$ cat src/rtl/bricks_map_renderer.sv
// Brick layer of the pixel pipeline: maps the draw coordinate to a sprite ROM
// palette index and a brick-present flag, and owns the 1-bit brick occupancy map.
module bricks_map_renderer #(
    parameter int TILE_LOG2 = 4,
    parameter int MAP_W     = 40,
    parameter int MAP_H     = 30
) (
    input  logic       Clk,
    input  logic       Reset_n,
    input  logic [9:0] DrawX,
    input  logic [9:0] DrawY,
    input  logic       pix_valid,
    input  logic       map_we,
    input  logic [5:0] map_wx,
    input  logic [4:0] map_wy,
    input  logic       map_wdata,
    input  logic       level_load,
    input  logic [5:0] q_x,
    input  logic [4:0] q_y,
    output logic       q_hit,
    output logic [7:0] rom_addr,
    input  logic [7:0] rom_data,
    output logic [7:0] pixel_index,
    output logic       brick_on,
    output logic       pix_out_valid,
    output logic       busy
);
    localparam int CELLS = MAP_W * MAP_H;
    localparam int IDX_W = $clog2(CELLS);

    typedef enum logic {ST_INIT, ST_IDLE} state_t;

    state_t           state, state_nxt;
    logic [IDX_W-1:0] init_idx;
    logic [5:0]       init_col;
    logic [4:0]       init_row;
    logic [CELLS-1:0] map_bits;

    logic [9:0]       px_col, px_row;
    logic [IDX_W-1:0] px_idx, q_idx, w_idx;
    logic             px_in, q_in, w_in;
    logic             idle, init_last, wr_ok, border;
    logic             cell_p0, vld_p0, cell_p1, vld_p1;

    function automatic logic [IDX_W-1:0] cell_index(input logic [9:0] col, input logic [9:0] row);
        return IDX_W'(row) * IDX_W'(MAP_W) + IDX_W'(col);
    endfunction

    function automatic logic in_map(input logic [9:0] col, input logic [9:0] row);
        return (int'(col) < MAP_W) && (int'(row) < MAP_H);
    endfunction

    assign px_col = DrawX >> TILE_LOG2;
    assign px_row = DrawY >> TILE_LOG2;
    assign px_idx = cell_index(px_col, px_row);
    assign px_in  = in_map(px_col, px_row);
    assign q_idx  = cell_index({4'd0, q_x}, {5'd0, q_y});
    assign q_in   = in_map({4'd0, q_x}, {5'd0, q_y});
    assign w_idx  = cell_index({4'd0, map_wx}, {5'd0, map_wy});
    assign w_in   = in_map({4'd0, map_wx}, {5'd0, map_wy});

    assign idle      = (state == ST_IDLE);
    assign busy      = (state == ST_INIT);
    assign init_last = (init_idx == IDX_W'(CELLS - 1));
    assign border    = (init_col == 6'd0) || (int'(init_col) == MAP_W - 1) ||
                       (init_row == 5'd0) || (int'(init_row) == MAP_H - 1);

    always_comb begin
        state_nxt = state;
        wr_ok     = 1'b0;
        case (state)
            ST_INIT: if (init_last) state_nxt = ST_IDLE;
            ST_IDLE: begin
                // A rebuild request takes priority over a coincident game write.
                if (level_load) state_nxt = ST_INIT;
                else            wr_ok = map_we && w_in;
            end
            default: state_nxt = ST_INIT;
        endcase
    end

    always_ff @(posedge Clk or negedge Reset_n) begin
        if (!Reset_n) begin
            state    <= ST_INIT;
            init_idx <= '0;
            init_col <= '0;
            init_row <= '0;
        end else begin
            state <= state_nxt;
            if (state == ST_INIT) begin
                if (init_last) begin
                    init_idx <= '0;
                    init_col <= '0;
                    init_row <= '0;
                end else begin
                    init_idx <= init_idx + IDX_W'(1);
                    if (int'(init_col) == MAP_W - 1) begin
                        init_col <= '0;
                        init_row <= init_row + 5'd1;
                    end else begin
                        init_col <= init_col + 6'd1;
                    end
                end
            end
        end
    end

    // Map storage is fully rewritten by the init sweep, so it carries no reset.
    always_ff @(posedge Clk) begin
        if (state == ST_INIT) map_bits[init_idx] <= border;
        else if (wr_ok)       map_bits[w_idx]    <= map_wdata;
    end

    always_ff @(posedge Clk or negedge Reset_n) begin
        if (!Reset_n) begin
            cell_p0       <= 1'b0;
            vld_p0        <= 1'b0;
            rom_addr      <= '0;
            q_hit         <= 1'b0;
            cell_p1       <= 1'b0;
            vld_p1        <= 1'b0;
            pixel_index   <= '0;
            brick_on      <= 1'b0;
            pix_out_valid <= 1'b0;
        end else begin
            // p0: cell lookup and sprite ROM address
            cell_p0  <= idle && px_in && pix_valid && map_bits[px_idx];
            vld_p0   <= pix_valid;
            rom_addr <= {DrawY[3:0], DrawX[3:0]};
            q_hit    <= idle && q_in && map_bits[q_idx];
            // p1: wait for the ROM read
            cell_p1  <= cell_p0;
            vld_p1   <= vld_p0;
            // p2: outputs aligned with rom_data
            pixel_index   <= rom_data;
            brick_on      <= cell_p1;
            pix_out_valid <= vld_p1;
        end
    end
endmodule

$ cat config.mk
export PLATFORM = sky130hd
export DESIGN_NAME = bricks_map_renderer
export DESIGN_NICKNAME = d
export VERILOG_FILES = /design/src/rtl/bricks_map_renderer.sv
export SDC_FILE = /design/constraint.sdc
export NUM_CORES = 2
export LEC_CHECK = 0
export CELL_PAD_IN_SITES_DETAIL_PLACEMENT = 0
export CELL_PAD_IN_SITES_GLOBAL_PLACEMENT = 1
export CORE_AREA = 2 2 476 336
export CTS_BUF_LIST = sky130_fd_sc_hd__clkbuf_8
export DETAILED_ROUTE_END_ITERATION = 6
export DIE_AREA = 0 0 478 338
export GPL_ROUTABILITY_DRIVEN = 0
export PLACE_DENSITY_LB_ADDON = 0.1
export SLEW_MARGIN = 20
export SYNTH_ARGS = -nofsm -noshare
export SYNTH_HDL_FRONTEND = slang
export SYNTH_SLANG_ARGS = --single-unit
$ cat constraint.sdc
create_clock -name Clk -period 3.4 [get_ports Clk]
set_input_delay 0.34 -clock Clk [delete_from_list [all_inputs] [get_ports Clk]]
set_output_delay 0.34 -clock Clk [all_outputs]
set_load 0.03 [all_outputs]
Yosys cells after proc, flatten, opt, wreduce, memory -nomap -nowiden
Cells that the tools add are included.
W data, S select, Z words.
Operators by class
  reductions and logical operators: 18
  order comparisons: 12
  equal/unequal tests: 4
  add/sub/neg operators: 6
  shifts and indexed selects: 0
  div/mod/pow operators: 0
  bitwise gates (word level): 1
  multiplexer cells: 22
  $mul: 3
Operator list (count)
  $bwmux W1200: 2
  $mux W1200: 2
  $lt A11 B12 Y1 const B: 4
  $add A11 B6 Y11: 3
  $bmux W1 S11: 2
  $demux W1 S11: 2
  $ge A11 B1 Y1 const B: 2
  $lt A6 B6 Y1 const B: 3
  $mul A5 B3 Y8 const B: 2
  $mux W6: 2
  $add A11 B1 Y11 const B: 1
  $eq A11 B11 Y1 const B: 1
  $logic_and A1 B1 Y1: 11
  $mux W11: 1
  $lt A5 B5 Y1 const B: 2
  $mux W5: 2
  $mul A6 B3 Y8 const B: 1
  $mux W1: 8
  $add A6 B1 Y6 const B: 1
  $eq A6 B6 Y1 const B: 1
  $logic_not A6 Y1: 1
  $lt A6 B5 Y1 const B: 1
  $add A5 B1 Y5 const B: 1
  $eq A5 B3 Y1 const B: 1
  7 further kinds: 9
Word-level totals
  word-level logic and storage cells: 80
  register bits: 1246
  bits of input ports: 56
  memory bits (writable): 0
  output and inout port bits: 20
  bits in read-only memories: 0
  memories: 0
  bits in latches: 0

Longest topological paths before layout
  depth after elaboration: 9
  gate-level depth with buffers: 15
  gate-level depth less buffers: 12

Least setup slack after synthesis
No wires, ideal clock.
  kind: input to register
  start point: in map_wy[1]
  end point: reg map_bits[912] (enable)
  arrival: 3087 ps
  buffers on the path: 2
  stages: 11
  required time: 3091 ps
  setup slack: 5 ps
  path through: ha_1 > ha_1 > fa_1 > xor2_1 > nand3_1 > xnor2_1 > nor3b_1 > clkbuf_1 > nand2_1 > clkbuf_1 > o22ai_1
On the way
  word-level cells in the longest chain between the ends: 6
Ends and longest elaborated chain
  from (decl): line 15  | input logic [4:0] map_wy,
  $lt A5 B5 Y1: line 50  | return (int'(col) < MAP_W) && (int'(row) < MAP_H);
  $logic_and A1 B1 Y1: line 50
  $logic_and A1 B1 Y1: line 76  | else wr_ok = map_we && w_in;
  $mux W1: line 75  | if (level_load) state_nxt = ST_INIT;
  $mux W1: line 71  | case (state)
  $ne A2 B1 Y1 (no source line)
  to (signal, indexed assignment): line 110  | if (state == ST_INIT) map_bits[init_idx] <= border;
  to (signal, indexed assignment): line 111  | else if (wr_ok) map_bits[w_idx] <= map_wdata;
  to (decl): line 37  | logic [CELLS-1:0] map_bits;
No other way between the ends.
A chain may end at the register's enable or synchronous reset.

Worst setup path in the final report
  start point: in DrawX[7]
  end point: reg cell_p0
On the way
  word-level cells in the longest chain between the ends: 5
  elaborated cells on any way between the ends: 8
  those cells by class: add/sub: 1; order compare: 1; mux: 2; reduce/logical: 4
Ends and longest elaborated chain
  from (decl): line 10  | input logic [9:0] DrawX,
  branches (longest 4 deep; another with $add A11 B6 Y11)
  $logic_and A1 B1 Y1 *: line 127  | cell_p0 <= idle && px_in && pix_valid && map_bits[px_idx];
  to (signal assigned): line 127
  to (decl): line 43  | logic cell_p0, vld_p0, cell_p1, vld_p1;
Every way passes the cells marked *. The select of a mux whose other input is x is not followed.

==> flow_summary_export.csv <==
group,metric,value,unit
layout,syn_to_final_growth,17.94,%
timing,final-max-slew-violation-count,0,
global_routing,grt.total_usage,49.24,%
clock_tree,cts-buffers-inserted,205,
setup_path,crit_fanout,10,
timing,whs,225.4,ps
pwr,power_density,441.6,nW/um^2
route,via_per_inst,8.675,
layout,drive_above_1_share,30.33,%
die,start_util,49.74,%
die,io_pins,76,
yosys,synth_xor_area_share,0.3811,%
clock_tree,cts_root_buf,"clkbuf_8",
clock_tree,clock_path_buffers,3,
route,wl_per_cell,46.22,um
yosys,ys_seq_area_share,47.59,%
yosys,synth_top_family_by_area,"compound AO/OA/AOI/OAI gates",
hold_path,holdPathStages,3,
clock_tree,cts_tree,"done",
timing,setup_viol,2,
die,core_area,157100,sq um
die,die_w,478,um
setup_path,cp-endpoint,"cell_p0",
route,dr_total_vias,76990,
yosys,synth.area.mux_share,20.02,%
clock_tree,cts_sinks,1246,
yosys,synth_compound_area_share,22.03,%
pwr,p_clk_share,31.7,%
yosys,yosys.area_share.simple,3.183,%
route,met1Wirelength,132.8,mm
yosys,async_flop_share,3.692,%
setup_path,critPathLaunch,"DrawX[7]",
global_routing,grt_overflow,0,
setup_path,r2r-start,"map_bits[807]",
timing,fin_crit_sh,105.9,%
layout,nNetsFinal,6689,
global_routing,grt_pass1_wl,552.6,mm
clock_tree,worstSkewPairLatency,1020,ps
setup_path,cp-end-kind,"register",
setup_path,arrival,4520,ps
pwr,p_seq_share,41.5,%
clock_tree,cts.clk_slew.worst_paths,60,ps
placement,hpwl,249.6,mm
layout,multiInputGateArea,36900,sq um
yosys,ys_types,71,
yosys,ys_warn_count,0,
clock_tree,cts_max_level,4,
yosys,synth.avg_cell_area,12.01,sq um
yosys,synthCells,6506,
pwr,leakagePower,30.70,nW
pwr,p_sw_share,35.94,%
clock_tree,cts_setup_buffers,0,
timing,slew_headroom,15.90,%
pwr,combPwrFrac,26.7,%
global_routing,grt_antenna_before_repair,16,
pwr,intPower,0.02607,W
outcome,violations,"design-rule violations, negative setup slack",
layout,seqCellArea,37190,sq um
yosys,synth-adder-area-share,0.7622,%
route,ant_nets,0,
timing,fmaxAchievable,0.2777,GHz
timing,fin_worst_skew,52.30,ps
setup_path,rrSetupSlack,-110,ps
timing,worst_slew_pin_slew,1257,ps
route,wl_met3,84.79,mm
timing,rsz0062_at_grt,"yes",
timing,setup_ws,-200.6,ps
global_routing,grt_start_max_net_pins,65,
timing,hold_violations,0,
yosys,synth_seq_cells,1246,
route,routed_wl,410.2,mm
route,drc,233,
hold_path,hp-class,"input pin to register",
setup_path,reg2reg_depth,11,
run,cap_viol_max_count,0,
global_routing,grt_pass1_vias,70630,
pwr,p_sw,0.01462,W
layout,fill_cells,12710,
pwr,ir_worst_vdd,446.5,uV
setup_path,required,4320,ps
placement,port_buffers,75,
route,dr.pass1.iters,7,
route,highest_layer,"met5",
layout,post-route-util,58.67,%
yosys,netlist_area,78130,sq um
die,chipHeight,338,um
die,row_count,122,
setup_path,reg2reg_to,"q_hit",
die,die-area,161600,sq um
yosys,synth_top_flop_cell,"edfxtp_1",
setup_path,startpoint_type,"input pin",
timing,finalCriticalPeriod,3601,ps
yosys,syn_nets,6606,
route,wl_met2,157.2,mm
setup_path,crit_type,"input pin to register",
outcome,outcome,"finished, violations left",
route,drt_iter0_drc,17140,
yosys,synth_edf_count,1200,
per-stage QoR:
step                worst slack [ps]  area (sq um)  cells  setup TNS (ps)  total power (W)
floorplan                      4.509         78130   6506               0          0.02126
global placement               -1459         88160   8469        -1513670          0.02700
detailed placement             -1349         88180   8470        -1127120          0.02707
CTS                            15.01         92070   8853               0          0.03958
global route                  -23.57         92110   8858          -23.76          0.04081
finish                        -200.6         92150   8875          -309.3          0.04069
cell usage after synthesis (8+ instances only):
library cell / count / area [sq um]
ha_1: 38 / 475.5
o21ai_0: 49 / 245.2
buf_4: 30 / 225.2
nand2b_1: 14 / 87.58
nor2b_1: 18 / 112.6
nor2_1: 80 / 300.3
edfxtp_1: 1200 / 36030
inv_1: 16 / 60.06
buf_2: 87 / 435.4
dfrtp_1: 46 / 1151
mux2i_1: 108 / 1081
nand3_1: 41 / 205.2
mux2_2: 15 / 168.9
and2_1: 12 / 75.07
nor4_1: 9 / 56.30
nand4_1: 15 / 93.84
mux4_2: 625 / 14080
xor2_1: 15 / 131.4
a22o_1: 14 / 122.6
a221oi_1: 12 / 105.1
xnor2_1: 19 / 166.4
a31oi_1: 20 / 125.1
and3_1: 10 / 62.56
o22ai_1: 2420 / 15140
nor3_1: 23 / 115.1
a21o_1: 8 / 60.06
clkbuf_1: 975 / 3660
buf_1: 21 / 78.83
nand2_1: 296 / 1111
buf_6: 16 / 180.2
nor3b_1: 15 / 112.6
a21oi_1: 50 / 250.2
o221ai_1: 9 / 78.83
a22oi_1: 76 / 570.6
mux4_1: 12 / 315.3
o211ai_1: 13 / 97.59
flip-flops by register name, summed over array words and instances, names as in the netlist:
signal,count
cell_p1,1
map_bits,1200
vld_p0,1
q_hit,1
init_row,5
cell_p0,1
pixel_index,8
vld_p1,1
rom_addr,8
idle,1
brick_on,1
pix_out_valid,1
init_idx,11
init_col,6
cells in the final DEF (no fill, tap or decap), types with 23 or more instances in the layout:
cell type,netlist,layout
clkbuf_8,0,213
inv_1,16,89
o21ai_0,49,49
mux4_2,625,625
o22ai_1,2420,2420
a21oi_1,50,50
clkdlybuf4s50_1,0,68
a22oi_1,76,75
ha_1,38,36
clkinv_1,1,46
nor2_1,80,77
clkinv_2,0,23
nand2_2,0,202
buf_4,30,612
dfrtp_1,46,45
nand3_1,41,41
mux2i_1,108,108
buf_12,2,303
nand2_1,296,94
edfxtp_1,1200,1200
layout make-up:
class | count | share of cell area (%)
sequential | 1246 | 40.35
inverter | 18 | 0.07468
timing repair buffer | 1009 | 12.62
clock buffer | 212 | 3.166
clock inverter | 151 | 0.8187
tap | 2108 | 2.862
multi-input combinational | 4109 | 40.05
antenna | 22 | 0.05974
routing by layer:
metal / vias up / global-route usage, %
met5: - / 3.118
met4: 33 / 31.44
met3: 2333 / 27.82
met2: 9140 / 65.04
met1: 37610 / 61.23
li1: 27870 / -
power by group through the flow:
stage | sequential (W) | combinational (W) | clock, W
2_1_floorplan | 0.0171 | 0.00412 | 0
3_3_place_gp | 0.0172 | 0.00979 | 0
3_5_place_dp | 0.0172 | 0.00985 | 0
4_1_cts | 0.0169 | 0.00990 | 0.0128
5_1_grt | 0.0169 | 0.0105 | 0.0134
6_report | 0.0169 | 0.0109 | 0.0129
logic make-up (layout without fill, tap and decap cells):
family | after synthesis | in the layout
mux | 760 | 760
compound gates | 2719 | 2719
buf+inv | 1151 | 1390
xor+xnor | 34 | 34
flops | 1246 | 1246
fa+ha+maj | 44 | 44
simple gates | 552 | 552
other cells | 0 | 22
timing repair:
action	CTS	global route
gates cloned	0	0
hold buffers	20	0
endpoints found under the setup margin	1	2
gates resized for setup	3	5
pin swaps	0	3
hold endpoints to repair	63	0
critical path, cell delays in order:
cell and delay, ps:
clkdlybuf4s50_1 530, ha_4 230, fa_2 660, buf_4 310
or2_2 180, nor2_2 60, buf_12 150, a22oi_2 720
nand3_1 190, nor4_1 310, nor3_1 100, a221oi_1 490
o31a_1 230
worst min-delay path by stage:
stage | slack [ps] | endpoint | start
4_1_cts | 200 | idle | level_load
5_1_grt | 230 | idle | level_load
3_5_place_dp | 330 | brick_on | cell_p1
3_3_place_gp | 330 | brick_on | cell_p1
2_1_floorplan | 40 | brick_on | Reset_n
6_report | 230 | idle | level_load
Note: power is estimated with default switching activity, not from simulation.
